**src/rtl/usb_pulpino_channel_ctrl_if.sv**
```systemverilog
// Signal bundle between the USB register side / channel and usb_pulpino_channel_ctrl.
// slave = the sequencer itself, master = whatever drives it (register block / bench).
interface usb_pulpino_channel_ctrl_if #(
  parameter int unsigned FIFO_DEPTH = 4
);
  localparam int unsigned LVL_W = $clog2(FIFO_DEPTH + 1);

  logic [31:0]      tx_data_i;
  logic             tx_valid_i;
  logic             tx_ready_o;
  logic [LVL_W-1:0] tx_level_o;
  logic             tx_done_o;
  logic [31:0]      chan_word_o;
  logic             chan_load_o;
  logic             chan_usb_write_flicker_i;
  logic             chan_pulpino_read_flicker_i;
  logic             chan_usb_read_flicker_i;
  logic [31:0]      chan_rx_word_i;
  logic [31:0]      rx_data_o;
  logic             rx_valid_o;
  logic             rx_ready_i;
  logic             abort_i;
  logic             clr_status_i;
  logic             busy_o;
  logic             timeout_o;
  logic             rx_overflow_o;

  modport slave (
    input  tx_data_i, tx_valid_i, chan_usb_write_flicker_i, chan_pulpino_read_flicker_i,
           chan_usb_read_flicker_i, chan_rx_word_i, rx_ready_i, abort_i, clr_status_i,
    output tx_ready_o, tx_level_o, tx_done_o, chan_word_o, chan_load_o, rx_data_o,
           rx_valid_o, busy_o, timeout_o, rx_overflow_o
  );

  modport master (
    output tx_data_i, tx_valid_i, chan_usb_write_flicker_i, chan_pulpino_read_flicker_i,
           chan_usb_read_flicker_i, chan_rx_word_i, rx_ready_i, abort_i, clr_status_i,
    input  tx_ready_o, tx_level_o, tx_done_o, chan_word_o, chan_load_o, rx_data_o,
           rx_valid_o, busy_o, timeout_o, rx_overflow_o
  );
endinterface

```
**src/rtl/usb_pulpino_channel_ctrl.sv**
```systemverilog
// Sequencer for the USB<->Pulpino byte channel: TX word queue + load/drain FSM with
// timeout, RX word assembly with valid/ready and overflow, abort/flush supervision.
module usb_pulpino_channel_ctrl #(
  parameter int unsigned FIFO_DEPTH     = 4,
  parameter int unsigned TIMEOUT_CYCLES = 65535
) (
  input  logic                      clk,
  input  logic                      reset_n_i,
  usb_pulpino_channel_ctrl_if.slave bus
);
  localparam int unsigned PTR_W = $clog2(FIFO_DEPTH);
  localparam int unsigned LVL_W = $clog2(FIFO_DEPTH + 1);
  localparam int unsigned TMO_W = 16;
  localparam logic [TMO_W-1:0] TMO_LAST = TMO_W'(TIMEOUT_CYCLES - 1);
  localparam logic [LVL_W-1:0] LVL_FULL = LVL_W'(FIFO_DEPTH);

  typedef enum logic [1:0] {ST_IDLE, ST_LOAD, ST_DRAIN, ST_DONE} state_t;

  state_t           r_state;
  logic [31:0]      r_mem [FIFO_DEPTH];
  logic [PTR_W-1:0] r_wr_ptr;
  logic [PTR_W-1:0] r_rd_ptr;
  logic [LVL_W-1:0] r_level;
  logic             r_tx_ready;
  logic             r_tx_done;
  logic             r_load;
  logic             r_busy;
  logic             r_timeout;
  logic             r_rx_valid;
  logic             r_rx_ovf;
  logic             r_rx_pend;
  logic [31:0]      r_word;
  logic [31:0]      r_rx_data;
  logic [1:0]       r_byte_cnt;
  logic [1:0]       r_rx_cnt;
  logic [TMO_W-1:0] r_tmo_cnt;
  logic             r_wr_seen;
  logic             r_rd_seen;
  logic             r_ur_seen;

  logic             w_wr_evt;
  logic             w_rd_evt;
  logic             w_ur_evt;
  logic             w_tmo_hit;
  logic             w_tmo_set;
  logic             w_ovf_set;
  logic             w_push;
  logic             w_pop;
  logic [LVL_W-1:0] w_level_nxt;

  assign w_wr_evt  = bus.chan_usb_write_flicker_i != r_wr_seen;
  assign w_rd_evt  = bus.chan_pulpino_read_flicker_i != r_rd_seen;
  assign w_ur_evt  = bus.chan_usb_read_flicker_i != r_ur_seen;
  // Timeout fires only in a cycle with no handshake event for the current state
  assign w_tmo_hit = (r_tmo_cnt == TMO_LAST) &&
                     (((r_state == ST_LOAD) && !w_wr_evt) || ((r_state == ST_DRAIN) && !w_rd_evt));
  assign w_tmo_set = w_tmo_hit && !bus.abort_i;
  assign w_ovf_set = r_rx_pend && r_rx_valid && !bus.rx_ready_i && !bus.abort_i;
  assign w_push    = bus.tx_valid_i && r_tx_ready && !bus.abort_i;
  assign w_pop     = (r_state == ST_LOAD) && (w_wr_evt || w_tmo_hit);
  assign w_level_nxt = r_level + LVL_W'(w_push) - LVL_W'(w_pop);

  assign bus.tx_ready_o    = r_tx_ready;
  assign bus.tx_level_o    = r_level;
  assign bus.tx_done_o     = r_tx_done;
  assign bus.chan_word_o   = r_word;
  assign bus.chan_load_o   = r_load;
  assign bus.rx_data_o     = r_rx_data;
  assign bus.rx_valid_o    = r_rx_valid;
  assign bus.busy_o        = r_busy;
  assign bus.timeout_o     = r_timeout;
  assign bus.rx_overflow_o = r_rx_ovf;

  // Queue storage; contents are don't-care until pointed at, so no reset
  always_ff @(posedge clk) begin
    if (w_push) r_mem[r_wr_ptr] <= bus.tx_data_i;
  end

  always_ff @(posedge clk or negedge reset_n_i) begin
    if (!reset_n_i) begin
      r_state    <= ST_IDLE;
      r_wr_ptr   <= '0;
      r_rd_ptr   <= '0;
      r_level    <= '0;
      r_tx_ready <= 1'b0;
      r_tx_done  <= 1'b0;
      r_load     <= 1'b0;
      r_busy     <= 1'b0;
      r_timeout  <= 1'b0;
      r_rx_valid <= 1'b0;
      r_rx_ovf   <= 1'b0;
      r_rx_pend  <= 1'b0;
      r_word     <= '0;
      r_rx_data  <= '0;
      r_byte_cnt <= '0;
      r_rx_cnt   <= '0;
      r_tmo_cnt  <= '0;
      r_wr_seen  <= 1'b0;
      r_rd_seen  <= 1'b0;
      r_ur_seen  <= 1'b0;
    end else begin
      // Every toggle is consumed the cycle it is seen, whether or not the state uses it
      r_wr_seen <= bus.chan_usb_write_flicker_i;
      r_rd_seen <= bus.chan_pulpino_read_flicker_i;
      r_ur_seen <= bus.chan_usb_read_flicker_i;
      r_timeout <= (r_timeout && !bus.clr_status_i) || w_tmo_set;
      r_rx_ovf  <= (r_rx_ovf && !bus.clr_status_i) || w_ovf_set;

      if (bus.abort_i) begin
        r_state    <= ST_IDLE;
        r_wr_ptr   <= '0;
        r_rd_ptr   <= '0;
        r_level    <= '0;
        r_tx_ready <= 1'b1;
        r_tx_done  <= 1'b0;
        r_load     <= 1'b0;
        r_busy     <= 1'b0;
        r_byte_cnt <= '0;
        r_tmo_cnt  <= '0;
        r_rx_cnt   <= '0;
        r_rx_pend  <= 1'b0;
        r_rx_valid <= 1'b0;
      end else begin
        if (w_push) r_wr_ptr <= r_wr_ptr + PTR_W'(1);
        if (w_pop)  r_rd_ptr <= r_rd_ptr + PTR_W'(1);
        r_level    <= w_level_nxt;
        r_tx_ready <= w_level_nxt != LVL_FULL;

        case (r_state)
          ST_IDLE: begin
            if (r_level != '0) begin
              r_word    <= r_mem[r_rd_ptr];
              r_load    <= 1'b1;
              r_busy    <= 1'b1;
              r_tmo_cnt <= '0;
              r_state   <= ST_LOAD;
            end
          end
          ST_LOAD: begin
            if (w_wr_evt) begin
              r_load     <= 1'b0;
              r_byte_cnt <= '0;
              r_tmo_cnt  <= '0;
              r_state    <= ST_DRAIN;
            end else if (w_tmo_hit) begin
              r_load  <= 1'b0;
              r_busy  <= 1'b0;
              r_state <= ST_IDLE;
            end else begin
              r_tmo_cnt <= r_tmo_cnt + TMO_W'(1);
            end
          end
          ST_DRAIN: begin
            if (w_rd_evt) begin
              r_tmo_cnt  <= '0;
              r_byte_cnt <= r_byte_cnt + 2'd1;
              if (r_byte_cnt == 2'd3) begin
                r_tx_done <= 1'b1;
                r_state   <= ST_DONE;
              end
            end else if (w_tmo_hit) begin
              r_busy  <= 1'b0;
              r_state <= ST_IDLE;
            end else begin
              r_tmo_cnt <= r_tmo_cnt + TMO_W'(1);
            end
          end
          ST_DONE: begin
            r_tx_done <= 1'b0;
            r_busy    <= 1'b0;
            r_state   <= ST_IDLE;
          end
          default: r_state <= ST_IDLE;
        endcase

        // The channel register already holds the full word when the 4th toggle is seen
        if (r_rx_pend) begin
          if (!r_rx_valid || bus.rx_ready_i) begin
            r_rx_data  <= bus.chan_rx_word_i;
            r_rx_valid <= 1'b1;
          end
        end else if (r_rx_valid && bus.rx_ready_i) begin
          r_rx_valid <= 1'b0;
        end
        r_rx_pend <= w_ur_evt && (r_rx_cnt == 2'd3);
        if (w_ur_evt) r_rx_cnt <= r_rx_cnt + 2'd1;
      end
    end
  end
endmodule

```
**src/flat_wrapper.sv**
```systemverilog
// flat-port wrapper written by rule: the top's interface ports become plain ports
module usb_pulpino_channel_ctrl_flat 
#(
  parameter int unsigned FIFO_DEPTH     = 4,
  parameter int unsigned TIMEOUT_CYCLES = 65535
)
  (clk, reset_n_i, bus_tx_data_i, bus_tx_valid_i, bus_chan_usb_write_flicker_i, bus_chan_pulpino_read_flicker_i, bus_chan_usb_read_flicker_i, bus_chan_rx_word_i, bus_rx_ready_i, bus_abort_i, bus_clr_status_i, bus_tx_ready_o, bus_tx_level_o, bus_tx_done_o, bus_chan_word_o, bus_chan_load_o, bus_rx_data_o, bus_rx_valid_o, bus_busy_o, bus_timeout_o, bus_rx_overflow_o);
  usb_pulpino_channel_ctrl_if #(.FIFO_DEPTH(FIFO_DEPTH)) bus_i ();
  input  logic clk;
  input  logic reset_n_i;
  input wire logic [$bits(bus_i.tx_data_i)-1:0] bus_tx_data_i;
  input wire logic [$bits(bus_i.tx_valid_i)-1:0] bus_tx_valid_i;
  input wire logic [$bits(bus_i.chan_usb_write_flicker_i)-1:0] bus_chan_usb_write_flicker_i;
  input wire logic [$bits(bus_i.chan_pulpino_read_flicker_i)-1:0] bus_chan_pulpino_read_flicker_i;
  input wire logic [$bits(bus_i.chan_usb_read_flicker_i)-1:0] bus_chan_usb_read_flicker_i;
  input wire logic [$bits(bus_i.chan_rx_word_i)-1:0] bus_chan_rx_word_i;
  input wire logic [$bits(bus_i.rx_ready_i)-1:0] bus_rx_ready_i;
  input wire logic [$bits(bus_i.abort_i)-1:0] bus_abort_i;
  input wire logic [$bits(bus_i.clr_status_i)-1:0] bus_clr_status_i;
  output wire logic [$bits(bus_i.tx_ready_o)-1:0] bus_tx_ready_o;
  output wire logic [$bits(bus_i.tx_level_o)-1:0] bus_tx_level_o;
  output wire logic [$bits(bus_i.tx_done_o)-1:0] bus_tx_done_o;
  output wire logic [$bits(bus_i.chan_word_o)-1:0] bus_chan_word_o;
  output wire logic [$bits(bus_i.chan_load_o)-1:0] bus_chan_load_o;
  output wire logic [$bits(bus_i.rx_data_o)-1:0] bus_rx_data_o;
  output wire logic [$bits(bus_i.rx_valid_o)-1:0] bus_rx_valid_o;
  output wire logic [$bits(bus_i.busy_o)-1:0] bus_busy_o;
  output wire logic [$bits(bus_i.timeout_o)-1:0] bus_timeout_o;
  output wire logic [$bits(bus_i.rx_overflow_o)-1:0] bus_rx_overflow_o;
  assign bus_i.tx_data_i = bus_tx_data_i;
  assign bus_i.tx_valid_i = bus_tx_valid_i;
  assign bus_i.chan_usb_write_flicker_i = bus_chan_usb_write_flicker_i;
  assign bus_i.chan_pulpino_read_flicker_i = bus_chan_pulpino_read_flicker_i;
  assign bus_i.chan_usb_read_flicker_i = bus_chan_usb_read_flicker_i;
  assign bus_i.chan_rx_word_i = bus_chan_rx_word_i;
  assign bus_i.rx_ready_i = bus_rx_ready_i;
  assign bus_i.abort_i = bus_abort_i;
  assign bus_i.clr_status_i = bus_clr_status_i;
  assign bus_tx_ready_o = bus_i.tx_ready_o;
  assign bus_tx_level_o = bus_i.tx_level_o;
  assign bus_tx_done_o = bus_i.tx_done_o;
  assign bus_chan_word_o = bus_i.chan_word_o;
  assign bus_chan_load_o = bus_i.chan_load_o;
  assign bus_rx_data_o = bus_i.rx_data_o;
  assign bus_rx_valid_o = bus_i.rx_valid_o;
  assign bus_busy_o = bus_i.busy_o;
  assign bus_timeout_o = bus_i.timeout_o;
  assign bus_rx_overflow_o = bus_i.rx_overflow_o;
  usb_pulpino_channel_ctrl #(.FIFO_DEPTH(FIFO_DEPTH), .TIMEOUT_CYCLES(TIMEOUT_CYCLES)) u_core (.clk(clk), .reset_n_i(reset_n_i), .bus(bus_i));
endmodule
```
**config.mk**
```make
export PLATFORM = sky130hd
export DESIGN_NAME = usb_pulpino_channel_ctrl_flat
export DESIGN_NICKNAME = d
export VERILOG_FILES = /design/src/rtl/usb_pulpino_channel_ctrl_if.sv /design/src/rtl/usb_pulpino_channel_ctrl.sv /design/src/flat_wrapper.sv
export SDC_FILE = /design/constraint.sdc
export NUM_CORES = 1
export LEC_CHECK = 0
export ABC_AREA = 0
export BUFFER_PORTS_ARGS = -buffer_cell sky130_fd_sc_hd__buf_4
export CAP_MARGIN = 5
export CORE_MARGIN = 2
export CORE_UTILIZATION = 35
export CTS_CLUSTER_SIZE = 20
export DETAILED_ROUTE_END_ITERATION = 8
export HOLD_SLACK_MARGIN = 0.08
export PLACE_DENSITY = 0.65
export SYNTH_ARGS = -nofsm -noshare
export SYNTH_HDL_FRONTEND = slang
export SYNTH_SLANG_ARGS = --single-unit
export TNS_END_PERCENT = 1
```
**constraint.sdc**
```tcl
create_clock -name clk -period 8.85 [get_ports clk]
set_input_delay 1.77 -clock clk [delete_from_list [all_inputs] [get_ports clk]]
set_output_delay 1.77 -clock clk [all_outputs]
set_load 0.01 [all_outputs]
```
==> impl_results.md, run 1 <==
* Status: finished clean
* Min cycle time layout at 3.18 ns
* EDFF count, synth at 128
* Clk pwr share at 0.318
* Worst setup slack after layout at 5.67 ns
* Core Util, Final at 0.441
* Initial core utilization at 0.356
* Post-synth top cells: edfxtp_1 (128), dfrtp_1 (104), mux2_2 (64)
* CP required at 9.26 ns
* Fmax at 315 MHz
* DRT Pass-1 Iters at 5
* Int Pwr at 2.24 mW
* Comb pwr share at 0.225
* Diodes inserted at 0
* #FFs+latches synth at 232
* CP max stage delay at 0.77 ns
* DP Worst Slack at 5.18 ns
* # Max-Cap Violations at 0
* Static leakage at 4.53 nW
* Worst Tran Pin Value at 1.10 ns
* WHS at 0.507 ns
* FF/Latch Area at 6450 um^2
* Final Setup Violations at 0
* Clock slew at reported path FFs at 0.06 ns
* Critical path class: reg -> reg
* Detailed placement HPWL at 11400 um
* # Post-CTS Setup Buffers at 0
* Layout Nets at 778
* GRT busiest layer: met2
* DR vias/cell at 4.86
* Clock buffer depth at 3
* Sw Share at 0.270
* Clock sink count at 232
* Compound-Gate Fraction of Synth Area at 0.0446
* Area delta synth->final at 24.0%
* Global routing met2 resource utilization at 0.227
* Maximum fanout along the worst path at 8
* CP Cell Sequence: inv_1 -> ha_1 -> nand4_1 -> or4_1 -> a21oi_2 -> ha_1 -> inv_1 -> ha_1 -> inv_1 -> fa_1 -> xnor2_1 -> nor2_1 -> nand3b_1
* Wire per inst at 17.5 um
* H-tree Lvls at 1
* Arr. time, crit path at 3.58 ns
* Mapped Cells at 535
* Skew final at 0.00873 ns
* Clock root cell: clkbuf_16
* Gpl congestion at 0.751
* Final Hold Vio Count at 0
* Initial antenna violation count at 0
* First-pass GRT wire length at 29200 um
* Peak supply drop at 0.189 mV
* Pwr/cell area at 268 nW/um^2
* Multi-input gate area at 2650 um^2
* Hold-fix buffers at CTS at 0
* Gr ovfl total at 0
* Die width at 167 um
* Ports at 147
* Post-synth top area share at 0.416
* Pin count of the biggest net entering global routing at 61
* Total number of vias at 5067
* Die Ht at 167 um
* Final Max Tran Viols at 0
* Worst slew margin at 0.263
* Avg Inst Size Synth at 17.3 um^2
* Top cells by area, synth: edfxtp_1 (42%), dfrtp_1 (28%), mux2_2 (7.8%), mux4_2 (7.8%), ha_1 (2.0%)
* Post-route DRC violation count at 0
* Post-CTS Resized at 0
* Drt total wl at 18200 um
* GR Util met3 at 0.0290
* Iteration-0 DRC Markers at 274
* RSZ-0062 raised after global routing: no
* Post-synthesis sequential area ratio at 0.697
* Syn. warnings at 0
* Share of cells above drive strength 1 at 0.421
* Area leader, netlist: edfxtp_1
* Critical Path Start Type: register
* FP Rows at 59
* Final setup TNS at 0 ns
* Port Buffers at 146
* Tcrit/Tclk final at 0.359
* NetSw at 0.831 mW
* Core region area at 26000 um^2
* Die area at 27700 um^2
* Fillers at 2353
* Mapped Area at 9250 um^2
* Crit path capture type: register
* Slowest CP cell: or4_1
* Hold Path Class: reg -> reg
* Unique masters post-synth at 49
* Sequential share of power at 0.456
* Synth Net Count at 624
* Non-filler cells, final at 1042
* Adder-cell share of the synthesized area at 0.0225
* Most numerous cell in the Yosys netlist: edfxtp_1
* Ys async rst share at 0.448
* Post-synthesis mux area share at 0.159
* Largest family of logic cells by synthesized area: multiplexers
* Clock buffer count from CTS at 25
* Number of global-route vias before repair at 5256
* Grt met1 use at 0.170
* Total GRT Usage at 0.132
* Inst Count DP at 997
* Simple-Gate Fraction of Synth Area at 0.0464
* CTS tree: yes
* Ys flop type: edfxtp_1
* Clock Latency Late Sink at 0.53 ns
* Post-route ant nets at 0
* XOR/XNOR share of the synthesized area at 0.0123
stage by stage:
step	instance area (um^2)	total power, mW
floorplan	9250	1.81
global placement	10700	2.12
detailed placement	10700	2.13
CTS	11500	3.13
global route	11500	3.24
finish	11500	3.07
layout make-up:
cell class,count,share of cell area
sequential,232,0.562
multi-input combinational,265,0.231
clock inverter,6,0.00633
timing repair buffer,149,0.0975
clock buffer,39,0.0609
tap,335,0.0366
inverter,16,0.00524
layout by cell type, fill, tap and decap left out, types with 3 or more instances in the layout:
master     netlist  routed
mux2i_1          3       3
clkinv_2         0       3
mux4_2          32      32
or4_1            6       6
o21ai_0         10      10
and2_2           0       4
clkbuf_1        11      12
nand3b_1         3       3
nand4_1          4       4
a21oi_1         15      15
o211ai_1         6       6
edfxtp_1       128     128
dfrtp_1        104     102
o31ai_1          5       5
nand2_1         16      16
clkbuf_16        0      25
nor3_1           3       3
or3_2            4       4
xnor2_1          6       6
buf_4            1     149
xor2_1           7       7
mux2_2          64      64
ha_1            15      15
inv_1           16      16
nand3_1          9       9
nor2_1          22      21
o21a_1           6       6
registers in the layout, summed over array words and instances (netlist names), 2 cells and up:
name,count
u_core.r_rd_ptr,2
u_core.r_state,2
u_core.r_wr_ptr,2
u_core.r_rx_cnt,2
u_core.r_tmo_cnt,16
u_core.r_byte_cnt,2
u_core.r_mem,128
u_core.bus.rx_data_o,32
u_core.bus.tx_level_o,3
u_core.bus.chan_word_o,32
routing by layer:
metal  up-vias  part of all wire
li1       2356                 -
met1      2533              0.43
met2       146              0.49
met3        32             0.057
met4         0             0.025
met5         -                 0
final timing paths:
check                                                      from                              endpoint  slack, ns  cells past startpoint
max in group asynchronous                             reset_n_i        u_core.r_rd_ptr[1]$_DFFE_PN0P_       6.32                      2
min                        u_core.bus.rx_data_o[15]$_DFFE_PN0P_  u_core.bus.rx_data_o[15]$_DFFE_PN0P_       0.51                      1
max reg2reg                     u_core.r_tmo_cnt[0]$_DFFE_PN0P_       u_core.bus.tx_ready_o$_DFF_PN0_       5.67                     13
max                             u_core.r_tmo_cnt[0]$_DFFE_PN0P_       u_core.bus.tx_ready_o$_DFF_PN0_       5.67                     13
min reg2reg                u_core.bus.rx_data_o[15]$_DFFE_PN0P_  u_core.bus.rx_data_o[15]$_DFFE_PN0P_       0.51                      1
min in group asynchronous                             reset_n_i    u_core.bus.tx_level_o[1]$_DFF_PN0_       1.24                      1
logic make-up (layout without fill, tap and decap cells):
logic type / after synthesis / count (layout)
fa+ha+maj: 16 / 16
mux: 99 / 99
flops: 232 / 232
compound gates: 56 / 56
xor+xnor: 13 / 13
buf+inv: 38 / 210
simple gates: 81 / 81
power groups by stage:
stage / clock, mW / sequential, mW / combinational, mW
floorplan: 0 / 1.43 / 0.375
global placement: 0 / 1.43 / 0.695
detailed placement: 0 / 1.43 / 0.705
CTS: 1.01 / 1.41 / 0.708
global route: 1.06 / 1.42 / 0.757
finish: 0.978 / 1.40 / 0.693
worst max-delay path, delay by kind of cell, from the launching register on:
family          cells  cell delay, ns
xor+xnor            1            0.14
buf+inv             3            0.21
flops               1            0.42
simple gates        4            1.09
fa+ha+maj           4            0.92
compound gates      1            0.29
Power figures use the tool's default switching activity.
==> inputs of run 2 (changes only) <==
Clock period 8.85 ns to 3.28 ns, I/O delays scaled along.
==> run 2 against run 1 <==
Compared with the run above:
- global-route usage rose by 0.054 points
- combinational power grew to 2.8 times the previous value
- register-to-register slack worse by 5.4 ns
- clock power increased to 2.6 times the previous value
- sequential cell count is the same
- utilization up 0.39 points
- hold slack worse by 0.26 ns
- power grew to 2.7 times the previous value
- critical endpoint unchanged
==> impl_results.md, run 2 (synthesized netlist as in run 1, its figures left out) <==
* Status: finished clean
* Detailed placement HPWL at 11600 um (+2.1%)
* Final Max Tran Viols at 0 (unchanged)
* Clock slew at reported path FFs at 0.06 ns (about the same)
* Post-CTS Resized at 0 (unchanged)
* H-tree Lvls at 1 (unchanged)
* Clock sink count at 232 (unchanged)
* Final setup TNS at 0 ns (unchanged)
* Initial antenna violation count at 0 (unchanged)
* Largest Register: u_core.r_mem
* Clock buffer count from CTS at 25 (unchanged)
* Pin count of the biggest net entering global routing at 63 (+3.3%)
* Clock Latency Late Sink at 0.51 ns (-0.02 ns)
* CP required at 3.66 ns (-5.60 ns)
* DRT Pass-1 Iters at 6 (+1)
* Drt total wl at 18500 um (+1.3%)
* # Post-CTS Setup Buffers at 0 (unchanged)
* Maximum fanout along the worst path at 3 (-5)
* Clock buffer depth at 3 (unchanged)
* Die width at 167 um (unchanged)
* Gpl congestion at 0.748 (-0.51%)
* RSZ-0062 raised after global routing: no
* Crit path capture type: register
* Final Setup Violations at 0 (unchanged)
* Leading cell type in the layout, fill and taps excluded: buf_4
* Core region area at 26000 um^2 (unchanged)
* Reg2Reg Depth at 13 (unchanged)
* Total GRT Usage at 0.133 (+0.000544)
* Final Hold Vio Count at 0 (unchanged)
* Flip-flop count of the largest register after layout at 128 (unchanged)
* Worst slew margin at 0.398 (+0.135)
* Post-route ant nets at 0 (unchanged)
* Reg2reg start: u_core.r_tmo_cnt[0]$_DFFE_PN0P_
* Share of cells above drive strength 1 at 0.430 (+0.00867)
* Initial core utilization at 0.356 (unchanged)
* Total number of vias at 5123 (+1.1%)
* Setup slack, reg-to-reg at 0.29 ns (-5.38 ns)
* FP Rows at 59 (unchanged)
* First-pass GRT wire length at 29700 um (+1.8%)
* Tcrit/Tclk final at 0.911 (+0.552)
* Worst Tran Pin Value at 0.902 ns (-0.201 ns)
* Pwr/cell area at 710 nW/um^2 (+170%)
* Arr. time, crit path at 3.37 ns (-0.21 ns)
* Fmax at 335 MHz (+6.3%)
* DR vias/cell at 4.87 (+0.24%)
* Layout Nets at 787 (+1.2%)
* Peak supply drop at 0.453 mV (+140%)
* Die Ht at 167 um (unchanged)
* Diodes inserted at 0 (unchanged)
* Clock root cell: clkbuf_16
* Static leakage at 4.58 nW (+1.1%)
* Gr ovfl total at 0 (unchanged)
* Hold Path Class: in -> async
* Min cycle time layout at 2.99 ns (-0.188 ns)
* # Max-Cap Violations at 0 (unchanged)
* Core Util, Final at 0.445 (+0.00395)
* Port Buffers at 146 (unchanged)
* Number of global-route vias before repair at 5428 (+3.3%)
* Hold-fix buffers at CTS at 0 (unchanged)
* Most frequent cells in the layout: buf_4 (153), edfxtp_1 (128), dfrtp_1 (102)
* CTS tree: yes
* Skew final at 0.00566 ns (-0.00307 ns)
* Critical Path Start Type: register
* Iteration-0 DRC Markers at 343 (+25%)
* Reg-to-reg endpoint: u_core.bus.tx_ready_o$_DFF_PN0_
* Wire per inst at 17.6 um (+0.46%)
* Critical path class: reg -> reg
* Post-route DRC violation count at 0 (unchanged)
* Ports at 147 (unchanged)
* Die area at 27700 um^2 (unchanged)
* Area delta synth->final at 25.1%
## run 2: cell count changes in the layout (fill, tap and decap cells not counted), sizes merged
cell      delta
bufinv       -1
inv          -1
clkinv       +6
clkinvlp     +1
buf          +9
clkbuf       -5
## run 2: critical path, cell delays in order, from the launching register on
cell	delay (ns)
dfrtp_1	0.42
inv_1	0.11
ha_1	0.16
nand4_1	0.11
or4_1	0.59
a21oi_2	0.23
ha_1	0.26
inv_1	0.06
ha_1	0.13
inv_1	0.05
fa_1	0.37
xnor2_1	0.14
nor2_1	0.13
nand3b_1	0.10
## run 2: per-layer routing
layer | track usage | vias up | part of all wire | wire length (um)
met5 | 0 | - | 0 | 0
met4 | 0.0352 | 0 | 0.019 | 347
met3 | 0.0292 | 33 | 0.066 | 1210
met2 | 0.224 | 157 | 0.48 | 8850
met1 | 0.175 | 2570 | 0.44 | 8070
li1 | - | 2363 | - | -
## run 2: final cells by class
| cell class | instances | area [um^2] |
|---|---|---|
| Inverter | 16 | 60.1 |
| Clock buffer | 34 | 689 |
| Fill cell | 2316 | 14400 |
| Clock inverter | 11 | 53.8 |
| Timing Repair Buffer | 158 | 1250 |
| Sequential cell | 232 | 6450 |
| Tap cell | 335 | 419 |
| Multi-Input combinational cell | 265 | 2650 |
## run 2: worst max path at each step
stage                                    startpoint                               to  slack (ns)  cells past startpoint
global placement    u_core.r_tmo_cnt[0]$_DFFE_PN0P_  u_core.bus.tx_ready_o$_DFF_PN0_        0.37                     13
global route        u_core.r_tmo_cnt[0]$_DFFE_PN0P_  u_core.bus.tx_ready_o$_DFF_PN0_        0.05                     13
detailed placement  u_core.r_tmo_cnt[0]$_DFFE_PN0P_  u_core.bus.tx_ready_o$_DFF_PN0_        0.32                     13
CTS                 u_core.r_tmo_cnt[0]$_DFFE_PN0P_  u_core.bus.tx_ready_o$_DFF_PN0_        0.27                     13
floorplan           u_core.r_tmo_cnt[0]$_DFFE_PN0P_  u_core.bus.tx_ready_o$_DFF_PN0_        0.42                     14
finish              u_core.r_tmo_cnt[0]$_DFFE_PN0P_  u_core.bus.tx_ready_o$_DFF_PN0_        0.29                     13
## run 2: power by group
group / internal [mW] / switching (mW)
Combinational: 1.04 / 0.886
Sequential: 3.49 / 0.260
Clock: 1.46 / 1.08
## run 2: through the flow
stage               hold WS [ns]  instance area (um^2)  cells  power, mW  setup slack, ns
floorplan                  0.360                  9250    535       4.88            0.420
CTS                        0.244                 11600   1051       8.35            0.269
finish                     0.249                 11600   1051       8.22            0.293
detailed placement         0.492                 10800   1006       5.77            0.325
global route               0.250                 11600   1051       8.65           0.0473
global placement           0.477                 10800   1006       5.74            0.366
